$ cat src/rtl/iomem_timer_if.sv
// iomem bus bundle between the SoC initiator and the timer responder.
interface iomem_timer_if;
  logic        iomem_valid;
  logic        iomem_ready;
  logic [3:0]  iomem_wstrb;
  logic [31:0] iomem_addr;
  logic [31:0] iomem_wdata;
  logic [31:0] iomem_rdata;

  modport master (
    output iomem_valid, iomem_wstrb, iomem_addr, iomem_wdata,
    input  iomem_ready, iomem_rdata
  );

  modport slave (
    input  iomem_valid, iomem_wstrb, iomem_addr, iomem_wdata,
    output iomem_ready, iomem_rdata
  );
endinterface

$ cat src/rtl/iomem_timer.sv
// Down-counting timer / interrupt source on the iomem bus.
// One 256-byte window: CTRL, RELOAD, COUNT, STATUS (sticky EXPIRED, W1C), PRESC.
// Ready is a registered one-cycle pulse; a request that keeps valid high after
// its ack is not acked again until valid drops, so a held request is never
// serviced twice. rdata is zero whenever ready is low so responders can be ORed.
module iomem_timer #(
  parameter logic [31:0] BASE_ADDR = 32'h0300_0000,
  parameter int unsigned WIDTH     = 32,
  parameter int unsigned PRESC_W   = 16
) (
  input  logic          clk,
  input  logic          reset,
  iomem_timer_if.slave  bus,
  output logic          irq
);

  localparam logic [5:0] W_CTRL   = 6'd0;
  localparam logic [5:0] W_RELOAD = 6'd1;
  localparam logic [5:0] W_COUNT  = 6'd2;
  localparam logic [5:0] W_STATUS = 6'd3;
  localparam logic [5:0] W_PRESC  = 6'd4;

  // Replace only the strobed bytes of cur with the matching bytes of wd.
  function automatic logic [31:0] merge_bytes(input logic [31:0] cur,
                                              input logic [31:0] wd,
                                              input logic [3:0]  strb);
    logic [31:0] res;
    res = cur;
    for (int b = 0; b < 4; b++) begin
      if (strb[b]) begin
        res[8*b +: 8] = wd[8*b +: 8];
      end else begin
        res[8*b +: 8] = cur[8*b +: 8];
      end
    end
    return res;
  endfunction

  logic               ready_q, ready_d;
  logic               ack_done_q, ack_done_d;
  logic [31:0]        rdata_q, rdata_d;
  logic               irq_q, irq_d;
  logic               en_q, en_d;
  logic               auto_q, auto_d;
  logic               irq_en_q, irq_en_d;
  logic               expired_q, expired_d;
  logic [WIDTH-1:0]   reload_q, reload_d;
  logic [WIDTH-1:0]   count_q, count_d;
  logic [PRESC_W-1:0] presc_q, presc_d;
  logic [PRESC_W-1:0] pcnt_q, pcnt_d;

  logic               sel_s;
  logic               acc_s;
  logic               wr_s;
  logic               tick_s;
  logic [5:0]         word_s;
  logic [31:0]        rd_s;
  logic [31:0]        wmerge_s;
  logic               addr_lsb_unused_s;

  // Byte lane bits of the address do not select anything.
  assign addr_lsb_unused_s = ^bus.iomem_addr[1:0];

  // Window decode, access qualification and pre-write read mux.
  always_comb begin
    sel_s  = bus.iomem_valid && (bus.iomem_addr[31:8] == BASE_ADDR[31:8]);
    acc_s  = sel_s && !ready_q && !ack_done_q;
    wr_s   = acc_s && (bus.iomem_wstrb != 4'b0000);
    word_s = bus.iomem_addr[7:2];
    rd_s   = 32'h0000_0000;
    case (word_s)
      W_CTRL:   rd_s[2:0]         = {irq_en_q, auto_q, en_q};
      W_RELOAD: rd_s[WIDTH-1:0]   = reload_q;
      W_COUNT:  rd_s[WIDTH-1:0]   = count_q;
      W_STATUS: rd_s[0]           = expired_q;
      W_PRESC:  rd_s[PRESC_W-1:0] = presc_q;
      default:  rd_s              = 32'h0000_0000;
    endcase
    // Merging onto the read view gives strobe-correct, width-limited writes.
    wmerge_s = merge_bytes(rd_s, bus.iomem_wdata, bus.iomem_wstrb);
  end

  // Next state: prescaler, tick handling, then bus writes which take priority.
  always_comb begin
    en_d      = en_q;
    auto_d    = auto_q;
    irq_en_d  = irq_en_q;
    reload_d  = reload_q;
    presc_d   = presc_q;
    count_d   = count_q;
    expired_d = expired_q;

    tick_s = en_q && (pcnt_q == presc_q);
    if (!en_q || tick_s) begin
      pcnt_d = '0;
    end else begin
      pcnt_d = pcnt_q + PRESC_W'(1);
    end

    // W1C first so that an expiry on the same edge wins.
    if (wr_s && (word_s == W_STATUS) && bus.iomem_wstrb[0] && bus.iomem_wdata[0]) begin
      expired_d = 1'b0;
    end else begin
      expired_d = expired_q;
    end

    if (tick_s) begin
      if (count_q != '0) begin
        count_d = count_q - WIDTH'(1);
      end else begin
        expired_d = 1'b1;
        if (auto_q) begin
          count_d = reload_q;
        end else begin
          count_d = count_q;
          en_d    = 1'b0;
        end
      end
    end else begin
      count_d = count_q;
    end

    // Bus writes override the tick's COUNT update and the one-shot EN clear.
    if (wr_s) begin
      case (word_s)
        W_CTRL: begin
          en_d     = wmerge_s[0];
          auto_d   = wmerge_s[1];
          irq_en_d = wmerge_s[2];
        end
        W_RELOAD: reload_d = wmerge_s[WIDTH-1:0];
        W_COUNT:  count_d  = wmerge_s[WIDTH-1:0];
        W_PRESC: begin
          presc_d = wmerge_s[PRESC_W-1:0];
          pcnt_d  = '0;
        end
        default: reload_d = reload_q;
      endcase
    end else begin
      reload_d = reload_q;
    end

    ready_d    = acc_s;
    ack_done_d = sel_s && (ack_done_q || acc_s);
    if (acc_s) begin
      rdata_d = rd_s;
    end else begin
      rdata_d = 32'h0000_0000;
    end
    irq_d = expired_d && irq_en_d;
  end

  // State registers with synchronous reset; a pending access is dropped.
  always_ff @(posedge clk) begin
    if (reset) begin
      ready_q    <= 1'b0;
      ack_done_q <= 1'b0;
      rdata_q    <= 32'h0000_0000;
      irq_q      <= 1'b0;
      en_q       <= 1'b0;
      auto_q     <= 1'b0;
      irq_en_q   <= 1'b0;
      expired_q  <= 1'b0;
      reload_q   <= '0;
      count_q    <= '0;
      presc_q    <= '0;
      pcnt_q     <= '0;
    end else begin
      ready_q    <= ready_d;
      ack_done_q <= ack_done_d;
      rdata_q    <= rdata_d;
      irq_q      <= irq_d;
      en_q       <= en_d;
      auto_q     <= auto_d;
      irq_en_q   <= irq_en_d;
      expired_q  <= expired_d;
      reload_q   <= reload_d;
      count_q    <= count_d;
      presc_q    <= presc_d;
      pcnt_q     <= pcnt_d;
    end
  end

  assign bus.iomem_ready = ready_q;
  assign bus.iomem_rdata = rdata_q;
  assign irq             = irq_q;

endmodule
$ cat src/flat_wrapper.sv
// flat-port wrapper written by rule: the top's interface ports become plain ports
module iomem_timer_flat 
#(
  parameter logic [31:0] BASE_ADDR = 32'h0300_0000,
  parameter int unsigned WIDTH     = 32,
  parameter int unsigned PRESC_W   = 16
)
  (clk, reset, irq, bus_iomem_valid, bus_iomem_wstrb, bus_iomem_addr, bus_iomem_wdata, bus_iomem_ready, bus_iomem_rdata);
  iomem_timer_if bus_i ();
  input  logic clk;
  input  logic reset;
  output logic irq;
  input wire logic [$bits(bus_i.iomem_valid)-1:0] bus_iomem_valid;
  input wire logic [$bits(bus_i.iomem_wstrb)-1:0] bus_iomem_wstrb;
  input wire logic [$bits(bus_i.iomem_addr)-1:0] bus_iomem_addr;
  input wire logic [$bits(bus_i.iomem_wdata)-1:0] bus_iomem_wdata;
  output wire logic [$bits(bus_i.iomem_ready)-1:0] bus_iomem_ready;
  output wire logic [$bits(bus_i.iomem_rdata)-1:0] bus_iomem_rdata;
  assign bus_i.iomem_valid = bus_iomem_valid;
  assign bus_i.iomem_wstrb = bus_iomem_wstrb;
  assign bus_i.iomem_addr = bus_iomem_addr;
  assign bus_i.iomem_wdata = bus_iomem_wdata;
  assign bus_iomem_ready = bus_i.iomem_ready;
  assign bus_iomem_rdata = bus_i.iomem_rdata;
  iomem_timer #(.BASE_ADDR(BASE_ADDR), .WIDTH(WIDTH), .PRESC_W(PRESC_W)) u_core (.clk(clk), .reset(reset), .bus(bus_i), .irq(irq));
endmodule
$ cat config.mk
export PLATFORM = sky130hd
export DESIGN_NAME = iomem_timer_flat
export DESIGN_NICKNAME = d
export VERILOG_FILES = /design/src/rtl/iomem_timer_if.sv /design/src/rtl/iomem_timer.sv /design/src/flat_wrapper.sv
export SDC_FILE = /design/constraint.sdc
export NUM_CORES = 1
export LEC_CHECK = 0
export CAP_MARGIN = 20
export CORE_ASPECT_RATIO = 1.25
export CORE_MARGIN = 5
export CORE_UTILIZATION = 45
export DETAILED_ROUTE_END_ITERATION = 10
export GPL_TIMING_DRIVEN = 0
export PLACE_DENSITY_LB_ADDON = 0.3
export SLEW_MARGIN = 15
export SYNTH_ARGS = -nofsm -noshare
export SYNTH_HDL_FRONTEND = slang
export SYNTH_SLANG_ARGS = --single-unit
$ cat constraint.sdc
create_clock -name clk -period 3.4 [get_ports clk]
set_clock_uncertainty 0.15 [all_clocks]
set_input_delay 1.02 -clock clk [delete_from_list [all_inputs] [get_ports clk]]
set_output_delay 1.02 -clock clk [all_outputs]
set_load 0.01 [all_outputs]
Word level (Yosys, flattened, before mapping)
Index checks and enable logic that the tools add are counted.
- bits of input ports: 71
- output and inout bits: 34
- word-level logic and storage cells: 69
- register bits: 135
- equal/unequal tests: 6
- bitwise gates (word level): 1
- multiplexer cells: 26
- reduce and logical (&&, ||, !) cells: 22
- $add $sub $neg: 2
- operators by type and width (kind ; number):
    $mux 32 ; 5
    $mux 16 ; 3
    $pmux 13 s3 ; 1
    $mux 8 ; 4
    $pmux 16 s2 ; 1
    $reduce_bool 32->1 ; 1
    $sub 32x1->32 const B ; 1
    $eq 24x18->1 const B ; 1
    $add 16x1->16 const B ; 1
    $eq 16x16->1 ; 1
    $eq 6x2->1 const B ; 2
    $logic_and 1x1->1 ; 10
    $mux 1 ; 10
    $pmux 2 s4 ; 1
    $eq 6x1->1 const B ; 1
    $eq 6x3->1 const B ; 1
    $logic_not 6->1 ; 1
    $reduce_and 2->1 ; 3
    $pmux 1 s5 ; 1
    $reduce_bool 4->1 ; 1
    $logic_not 1->1 ; 3
    $logic_or 1x1->1 ; 2
    $reduce_or 2->1 ; 1
    $not 1->1 ; 1

Logic depth before layout (Yosys ltp)
Gate-level depths: netlist (run 1).
- word-level depth: 12
- mapped depth: 10
- mapped depth without buffers: 8

Worst setup path after synthesis (run 1)
OpenSTA, ideal clock, no wires.
- kind: in2reg
- start point: in bus_iomem_addr[5]
- end point: reg u_core.reload_q[6]
- cell stages on the path: 8
- path slack: 318 ps
- data arrival time: 2805 ps
- data required time: 3122 ps
- cells stage by stage: or4_1 -> nor3_1 -> buf_2 -> nor2b_1 -> buf_2 -> buf_4 -> mux2i_1 -> nor2_1
- cells in the longest elaborated chain, start to end: 3
- elaborated cells between the ends (all ways): 6
- ends and longest elaborated chain (element ; line ; RTL):
    from (decl) ; flat_wrapper.sv:15 ; input wire logic [$bits(bus_i.iomem_addr)-1:0] bus_iomem_addr;
    $eq 6x3->1 (tied with other cells) ; iomem_timer.sv:71 ; case (word_s)
    $pmux 13 s3 ; iomem_timer.sv:71 ;
    $mux 8 ; iomem_timer.sv:30 ; if (strb[b]) begin
    to (signal assigned) ; iomem_timer.sv:177 ; reload_q <= reload_d;
    to (decl) ; iomem_timer.sv:47 ; logic [WIDTH-1:0] reload_q, reload_d;
Several ways; a longest one is shown, not always the timed one.
A chain may end at the register's enable or synchronous reset.

Worst setup path in the final report (run 1)
- start point: in bus_iomem_addr[9]
- end point: reg u_core.irq_q, in the netlist u_core.irq
- cells in the longest elaborated chain, start to end: 12
- elaborated cells between the ends (all ways): 13
- ends and longest elaborated chain (element ; line ; RTL):
    $eq 24x18->1 (*) ; iomem_timer.sv:66 ; sel_s = bus.iomem_valid && (bus.iomem_addr[31:8] == BASE_ADDR[31:8]);
    $logic_and 1x1->1 (*) ; iomem_timer.sv:66 ;
    $logic_and 1x1->1 (*) (2 in series) ; iomem_timer.sv:67 ; acc_s = sel_s && !ready_q && !ack_done_q;
    $logic_and 1x1->1 (*) ; iomem_timer.sv:68 ; wr_s = acc_s && (bus.iomem_wstrb != 4'b0000);
    $logic_and 1x1->1 (3 in series) ; iomem_timer.sv:101 ; if (wr_s && (word_s == W_STATUS) && bus.iomem_wstrb[0] && bus.iomem_wdata[0]) begin
    $mux 1 ; iomem_timer.sv:101 ;
    $mux 1 ; iomem_timer.sv:108 ; if (count_q != '0) begin
    $mux 1 ; iomem_timer.sv:107 ; if (tick_s) begin
    $logic_and 1x1->1 (*) ; iomem_timer.sv:150 ; irq_d = expired_d && irq_en_d;
    to (signal assigned) ; iomem_timer.sv:172 ; irq_q <= irq_d;
    to (decl) ; iomem_timer.sv:42 ; logic irq_q, irq_d;
Every way passes the cells marked *; elsewhere a longest branch is shown, timed or not.

==> results of run 1 <==
-- cell usage in the layout, fill, tap and decap left out, drive strengths merged, types with 4 or more instances in the layout --
master         netlist  layout
nor2               148     148
dfxtp              135     135
clkdlybuf4s50        0      99
mux2i               65      65
clkbuf              35      54
nand2               50      50
o21ai               35      35
nor3                34      34
and3                33      33
inv                 22      33
buf                 27      29
nor4                26      26
a21oi               25      25
a22oi               24      24
xor2                21      21
nand3               20      20
a31oi               20      20
a311oi              14      14
xnor2               11      11
mux2                 9       9
or3                  9       9
o211ai               9       9
nand4                7       7
nor2b                6       6
a211o                6       6
a211oi               6       6
and2                 6       6
or4                  6       6
o21bai               5       5
a221o                4       4
a32o                 4       4
and4                 4       4
-- report_power, final --
part / internal (mW) / switching [mW] / leakage (nW)
Clock: 1.11 / 0.820 / 0.294
Sequential: 1.58 / 0.00170 / 1.09
Combinational: 0.143 / 0.181 / 2.07
Total: 2.84 / 1.00 / 3.45
-- timing repair --
item | CTS | global route
pin swaps | 1 | 0
resized for setup | 10 | 15
setup buffers | 2 | 3
endpoints found under the hold margin | 0 | 0
endpoints found under the setup margin | 87 | 66
-- registers in the layout, summed over array words and instances (netlist names), 16 cells and up --
signal / flops
u_core.presc_q: 16
u_core.bus.iomem_rdata: 32
u_core.reload_q: 32
u_core.count_q: 32
u_core.pcnt_q: 16
-- routing by layer --
metal  GRT usage, %  vias to the layer above  wire [um]
met5              0                        -          0
met4           18.0                        0       1620
met3           5.50                       95       1780
met2           43.5                      334      11800
met1           31.2                     3376       9500
li1               -                     3376          -
-- kinds of logic (layout without fill, tap and decap cells) --
group | count (synthesis) | count (layout)
XOR/XNOR | 32 | 32
buffers and inverters | 84 | 219
AND/OR/NAND/NOR | 364 | 364
multiplexers | 74 | 74
adder cells (fa/ha/maj) | 3 | 3
AO/OA/AOI/OAI | 170 | 170
flip-flops | 135 | 135
-- how the worst min path moves through the flow --
stage / start / end / slack (ns) / cells past startpoint
after CTS: u_core.expired_q / u_core.expired_q / 0.35 / 2
after global placement: u_core.pcnt_q[0] / u_core.pcnt_q[0] / 0.33 / 1
after global routing: u_core.expired_q / u_core.expired_q / 0.36 / 2
final: u_core.pcnt_q[0] / u_core.pcnt_q[0] / 0.35 / 1
after floorplan: u_core.pcnt_q[0] / u_core.pcnt_q[0] / 0.30 / 1
after detailed placement: u_core.pcnt_q[0] / u_core.pcnt_q[0] / 0.34 / 1
-- through the flow --
step,setup WS (ns),setup TNS [ns]
global route,-0.0286,-0.0560
global placement,-0.912,-70.94
CTS,0.0250,0
detailed placement,-0.912,-72.76
floorplan,0.318,0
finish,0.0988,0
-- synth_stat cells, types with 6 or more instances --
master    instances  area, um^2
nor2_1          147         552
dfxtp_1         135        2700
mux2i_1          65         651
nand2_1          49         184
o21ai_0          35         175
and3_1           33         206
nor3_1           31         155
clkbuf_1         29         109
a21oi_1          25         125
a22oi_1          24         180
inv_1            22        82.6
nor4_1           21         131
xor2_1           21         184
a31oi_1          20         125
nand3_1          20         100
buf_2            19        95.1
a311oi_1         14         123
xnor2_1          11        96.3
mux2_2            9         101
o211ai_1          8        60.1
or3_1             8        50.1
a211o_1           6        52.6
nor2b_1           6        37.5
-- cell type report --
type                    instances  area [um^2]
repair buffers                104         1030
flip-flops and latches        135         2700
fillers                      1467         6480
well taps                     212          265
inverters                      22         82.6
clock buffers                  17          425
clock inverters                15          181
multi-input cells             643         4160
plain buffers                  61          375
==> run metrics, run 1 <==
synthesized area=roughly 7200 um^2; total CTS buffers=17; Avg Synthesized Cell Area=roughly 8.4 um^2; antenna-violating nets left=0; Synth Warn #=0; max-slew violations=0; Layout Nets=~1,100; DRC viols=0; Hold Slack=between 0.3 and 0.4 ns; main combinational cell family by area after synthesis=simple AND/OR/NAND/NOR gates; EDFF count, synth=0; fin crit share=between 90 and 100%; Top FF cell, synth=dfxtp_1; final setup fails=0; Fmax=between 300 and 400 MHz; TritonRoute pass-1 iters=5; I/O Buffers=99; Final Hold Fails=0; max incr delay on CP=slightly above 0.8 ns; CP top delay family=simple AND/OR/NAND/NOR gates; CP max FO=5; total global routing track utilization=a little over a quarter; Period minus WS final=around 3.3 ns; Post-Syn Instances=862; adder-cell area share of the yosys netlist=less than 1%; Data required, critical path=around 3.6 ns; share of layout cells above drive strength 1=between 10% and 20%; Worst Setup EP=u_core.irq; clk sinks=135; Ant. Diodes=0; asr flop ratio synth=0%; xor/xnor share of the synthesized area=under 10%; Routed WL=approximately 25,000 um; total power=3.84 mW; Inst Count DP=1,173; Die Wd=123 um; row count=between 50 and 60; WS Path Type=in2reg; crit path launch type=input pin; Hold Crit Class=reg2reg; CP Depth=7; Worst Tran Pin Value=0.848 ns; Die Y-Extent=between 150 and 200 um; worst reg2reg path startpoint=u_core.count_q[24]; mux contribution to synthesized area=10.4%; DRT iter0 DRCs=740; worst-skew pair later-pin latency=about 0.44 ns; Final Cell Area=a little over 9000 um^2; share of the yosys chip area belonging to registers=between 30% and 40%; GP Congestion=about 1; Area Overhead vs Synth=27.5%; via-per-instance ratio=just under 6; reg-to-reg slack, setup=between 0.2 and 0.3 ns; Power Dens Cells=between 400 and 500 nW/um^2; status=complete, no violations; Post-Synth Simple-Gate Area=about a quarter; Netlist cell types=74; RSZ-0062 raised after global routing=true; CTS tree=done; post-synthesis compound-gate area fraction=about 16%; clk slew on worst S/H paths=around 0.07 ns; worst-case reg-to-reg path depth=7; CP Launch Point=bus_iomem_addr[9]; Initial Util=between 40% and 50%; Layout Utilization=58.7%; CP max-delay cell=nor4b_1; via count=a little over 7,000; Avg WL per Cell=20.4 um; Reg-to-Reg End=u_core.count_q[3]; Mapped Nets=936; buffer and inverter count on the worst path=1; Worst Setup End Kind=flop; CORE AREA=roughly 16,000 um^2; Post-CTS Hold Fix Bufs=0; initial antenna violation count=0; post-route insts no fill=between 1,000 and 1,500; H-tree depth=4; IO Pins=around 110; Peak VDD IR=approximately 0.31 mV; Lkg Pwr=around 3.5 nW; Congestion Overflow GR=0; largest net degree at the start of global routing=17; hpwl dp=approximately 18,000 um; critical path's most frequent cell=nor4b_1; root buffer cell=clkbuf_16; crit path cell chain=clkdlybuf4s50_1 -> nor4b_1 -> and4_1 -> nand3_1 -> nor4b_1 -> mux2i_1 -> a211oi_1; die footprint=18,700 um^2; CTS Buffer Depth=2; relative slew slack=42.7%; Worst Path Arrival=approximately 3.5 ns; FF+latch count, synth=~140; first-pass GRT wire length=37,700 um; vias in the first global route=approximately 7,000; max-cap violations=0; Post-Place Cell Area=roughly 8500 um^2
Power figures use the tool's default switching activity.
==> run 2: changes to the inputs <==
--- a/config.mk
+++ b/config.mk
@@ -5,10 +5,11 @@
 export SDC_FILE = /design/constraint.sdc
 export NUM_CORES = 1
 export LEC_CHECK = 0
-export CAP_MARGIN = 20
+export CELL_PAD_IN_SITES_DETAIL_PLACEMENT = 1
+export CELL_PAD_IN_SITES_GLOBAL_PLACEMENT = 1
 export CORE_ASPECT_RATIO = 1.25
 export CORE_MARGIN = 5
-export CORE_UTILIZATION = 45
+export CORE_UTILIZATION = 41
 export DETAILED_ROUTE_END_ITERATION = 10
 export GPL_TIMING_DRIVEN = 0
 export PLACE_DENSITY_LB_ADDON = 0.3
==> run 2 against run 1 <==
  * Power up 0.80%
  * Clock-buffer cell count up 2
  * Sequential share of layout area down 0.15 points
  * Final cell count up 0.74%
  * Critical endpoint is now u_core.count_q[29]
  * Highest routed layer unchanged
==> run metrics, run 2 (synthesis gave the netlist of run 1 again) <==
max-cap violations=0 (unchanged); Die Y-Extent=158 um (was 152 um); DRT iter0 DRCs=473 (was 740); Die Wd=129 um (was 123 um); clk slew on worst S/H paths=0.06 ns (was 0.07 ns); Initial Util=41.5% (was 46.1%); total global routing track utilization=27.1% (was 26.6%); first-pass GRT wire length=42,400 um (was 37,700 um); Inst Count DP=1,185 (was 1,173); max incr delay on CP=0.55 ns (was 0.81 ns); Data required, critical path=3.60 ns (about the same); hpwl dp=19,600 um (was 17,900 um); I/O Buffers=99 (unchanged); fin crit share=97.5% (was 97.1%); antenna-violating nets left=0 (unchanged); Post-CTS Hold Fix Bufs=0 (unchanged); Worst Tran Pin Value=0.822 ns (was 0.848 ns); commonest non-fill, non-tap cell in the layout=nor2_1 (unchanged); WS Path Type=in2reg (unchanged); total CTS buffers=17 (unchanged); share of layout cells above drive strength 1=11.5% (was 11.2%); Worst Setup End Kind=flop (unchanged); CP max FO=10 (was 5); via-per-instance ratio=5.98 (was 5.94); CTS tree=done (unchanged); Avg WL per Cell=22.4 um (was 20.4 um); post-route insts no fill=1,218 (was 1,209); Routed WL=27,300 um (was 24,700 um); Congestion Overflow GR=0 (unchanged); CTS Buffer Depth=2 (unchanged); Ant. Diodes=0 (unchanged); crit path launch type=input pin (unchanged); Layout Utilization=53.1% (was 58.7%); Hold Path Stages=1 (unchanged); worst-skew pair later-pin latency=0.44 ns (about the same); Hold Crit Class=reg2reg (unchanged); IO Pins=105 (unchanged); DRC viols=0 (unchanged); final setup fails=0 (unchanged); die footprint=20,400 um^2 (was 18,700 um^2); Lkg Pwr=3.46 nW (was 3.45 nW); initial antenna violation count=1 (was 0); TritonRoute pass-1 iters=5 (unchanged); clk sinks=135 (unchanged); most frequent cells in the layout=nor2_1, dfxtp_1, clkdlybuf4s50_1, mux2i_1, nand2_1 (unchanged); crit path cell chain=clkdlybuf4s50_1 -> nor4b_1 -> and4_1 -> nand3_1 -> nor2_2 -> buf_2 -> a21oi_1 -> a211oi_2 (was clkdlybuf4s50_1 -> nor4b_1 -> and4_1 -> nand3_1 -> nor4b_1 -> mux2i_1 -> a211oi_1); Power Dens Cells=418 nW/um^2 (was 417 nW/um^2); Hold Slack=0.350 ns (was 0.345 ns); via count=7,284 (was 7,181); Period minus WS final=3.32 ns (was 3.30 ns); Layout Nets=1,056 (was 1,058); relative slew slack=44.7% (was 42.7%); H-tree depth=4 (unchanged); status=complete, no violations (unchanged); vias in the first global route=7,749 (was 6,958); CORE AREA=17,400 um^2 (was 15,700 um^2); worst-case reg-to-reg path depth=7 (unchanged); Peak VDD IR=0.289 mV (was 0.313 mV); largest net degree at the start of global routing=17 (unchanged); GP Congestion=0.978 (was 1.00); Worst Path Arrival=3.52 ns (was 3.50 ns); max-slew violations=0 (unchanged); Area Overhead vs Synth=28.1% (was 27.5%); root buffer cell=clkbuf_16 (unchanged); row count=54 (was 51); Fmax=302 MHz (was 303 MHz); CP max-delay cell=nor2_2 (was nor4b_1); Final Hold Fails=0 (unchanged)
run 2: cell count changes in the layout (fill, tap and decap cells not counted), sizes merged:
| cell | change |
|---|---|
| buf | +3 |
| bufinv | +2 |
| clkbuf | -3 |
| clkinv | +6 |
| clkinvlp | -1 |
| inv | -10 |
run 2: power by group:
| group | switching [mW] | internal [mW] |
|---|---|---|
| Sequential | 0.00174 | 1.58 |
| Combinational | 0.188 | 0.141 |
| Clock | 0.736 | 1.22 |
| Total | 0.926 | 2.95 |
run 2: worst max-delay path: cells and delay by family:
family          cells  cell delay [ns]
buf+inv             2             0.78
compound gates      2             0.35
simple gates        4             1.36
run 2: per-layer routing:
| layer | up-vias | share of wire (%) | track usage, % |
|---|---|---|---|
| li1 | 3365 | - | - |
| met2 | 266 | 50 | 46.9 |
| met4 | 0 | 5.9 | 17.9 |
| met1 | 3564 | 39 | 30.8 |
| met3 | 89 | 5.2 | 4.40 |
| met5 | - | 0 | 0 |
run 2: metrics by stage:
| step | power [mW] | TNS (ns) | cell area (um^2) | setup slack, ns |
|---|---|---|---|---|
| floorplan | 1.77 | 0 | 7230 | 0.318 |
| global placement | 1.92 | -73.10 | 8500 | -0.934 |
| detailed placement | 1.93 | -76.02 | 8500 | -0.961 |
| CTS | 3.88 | 0 | 9180 | 0.00561 |
| global route | 3.97 | -0.00130 | 9260 | -0.000949 |
| finish | 3.87 | 0 | 9260 | 0.0848 |
run 2: final timing paths:
| check | slack, ns | to | from |
|---|---|---|---|
| max | 0.08 | u_core.count_q[29] | bus_iomem_addr[9] |
| min reg2reg | 0.35 | u_core.pcnt_q[0] | u_core.pcnt_q[0] |
| max reg2reg | 0.25 | u_core.count_q[30] | u_core.count_q[24] |
| min | 0.35 | u_core.pcnt_q[0] | u_core.pcnt_q[0] |
run 2: cell type report:
type	instances	area (um^2)
clock inverter	12	178
buffer	61	394
sequential	135	2700
inverter	22	82.6
tap	224	280
clock buffer	19	433
timing repair buffer	102	1010
fill	2070	8170
multi-input combinational	643	4180
run 2: repair_timing:
action | in CTS | in global routing
endpoints found under the setup margin | 89 | 75
gates resized for setup | 16 | 31
buffers inserted | 0 | 3
pin swaps | 1 | 3
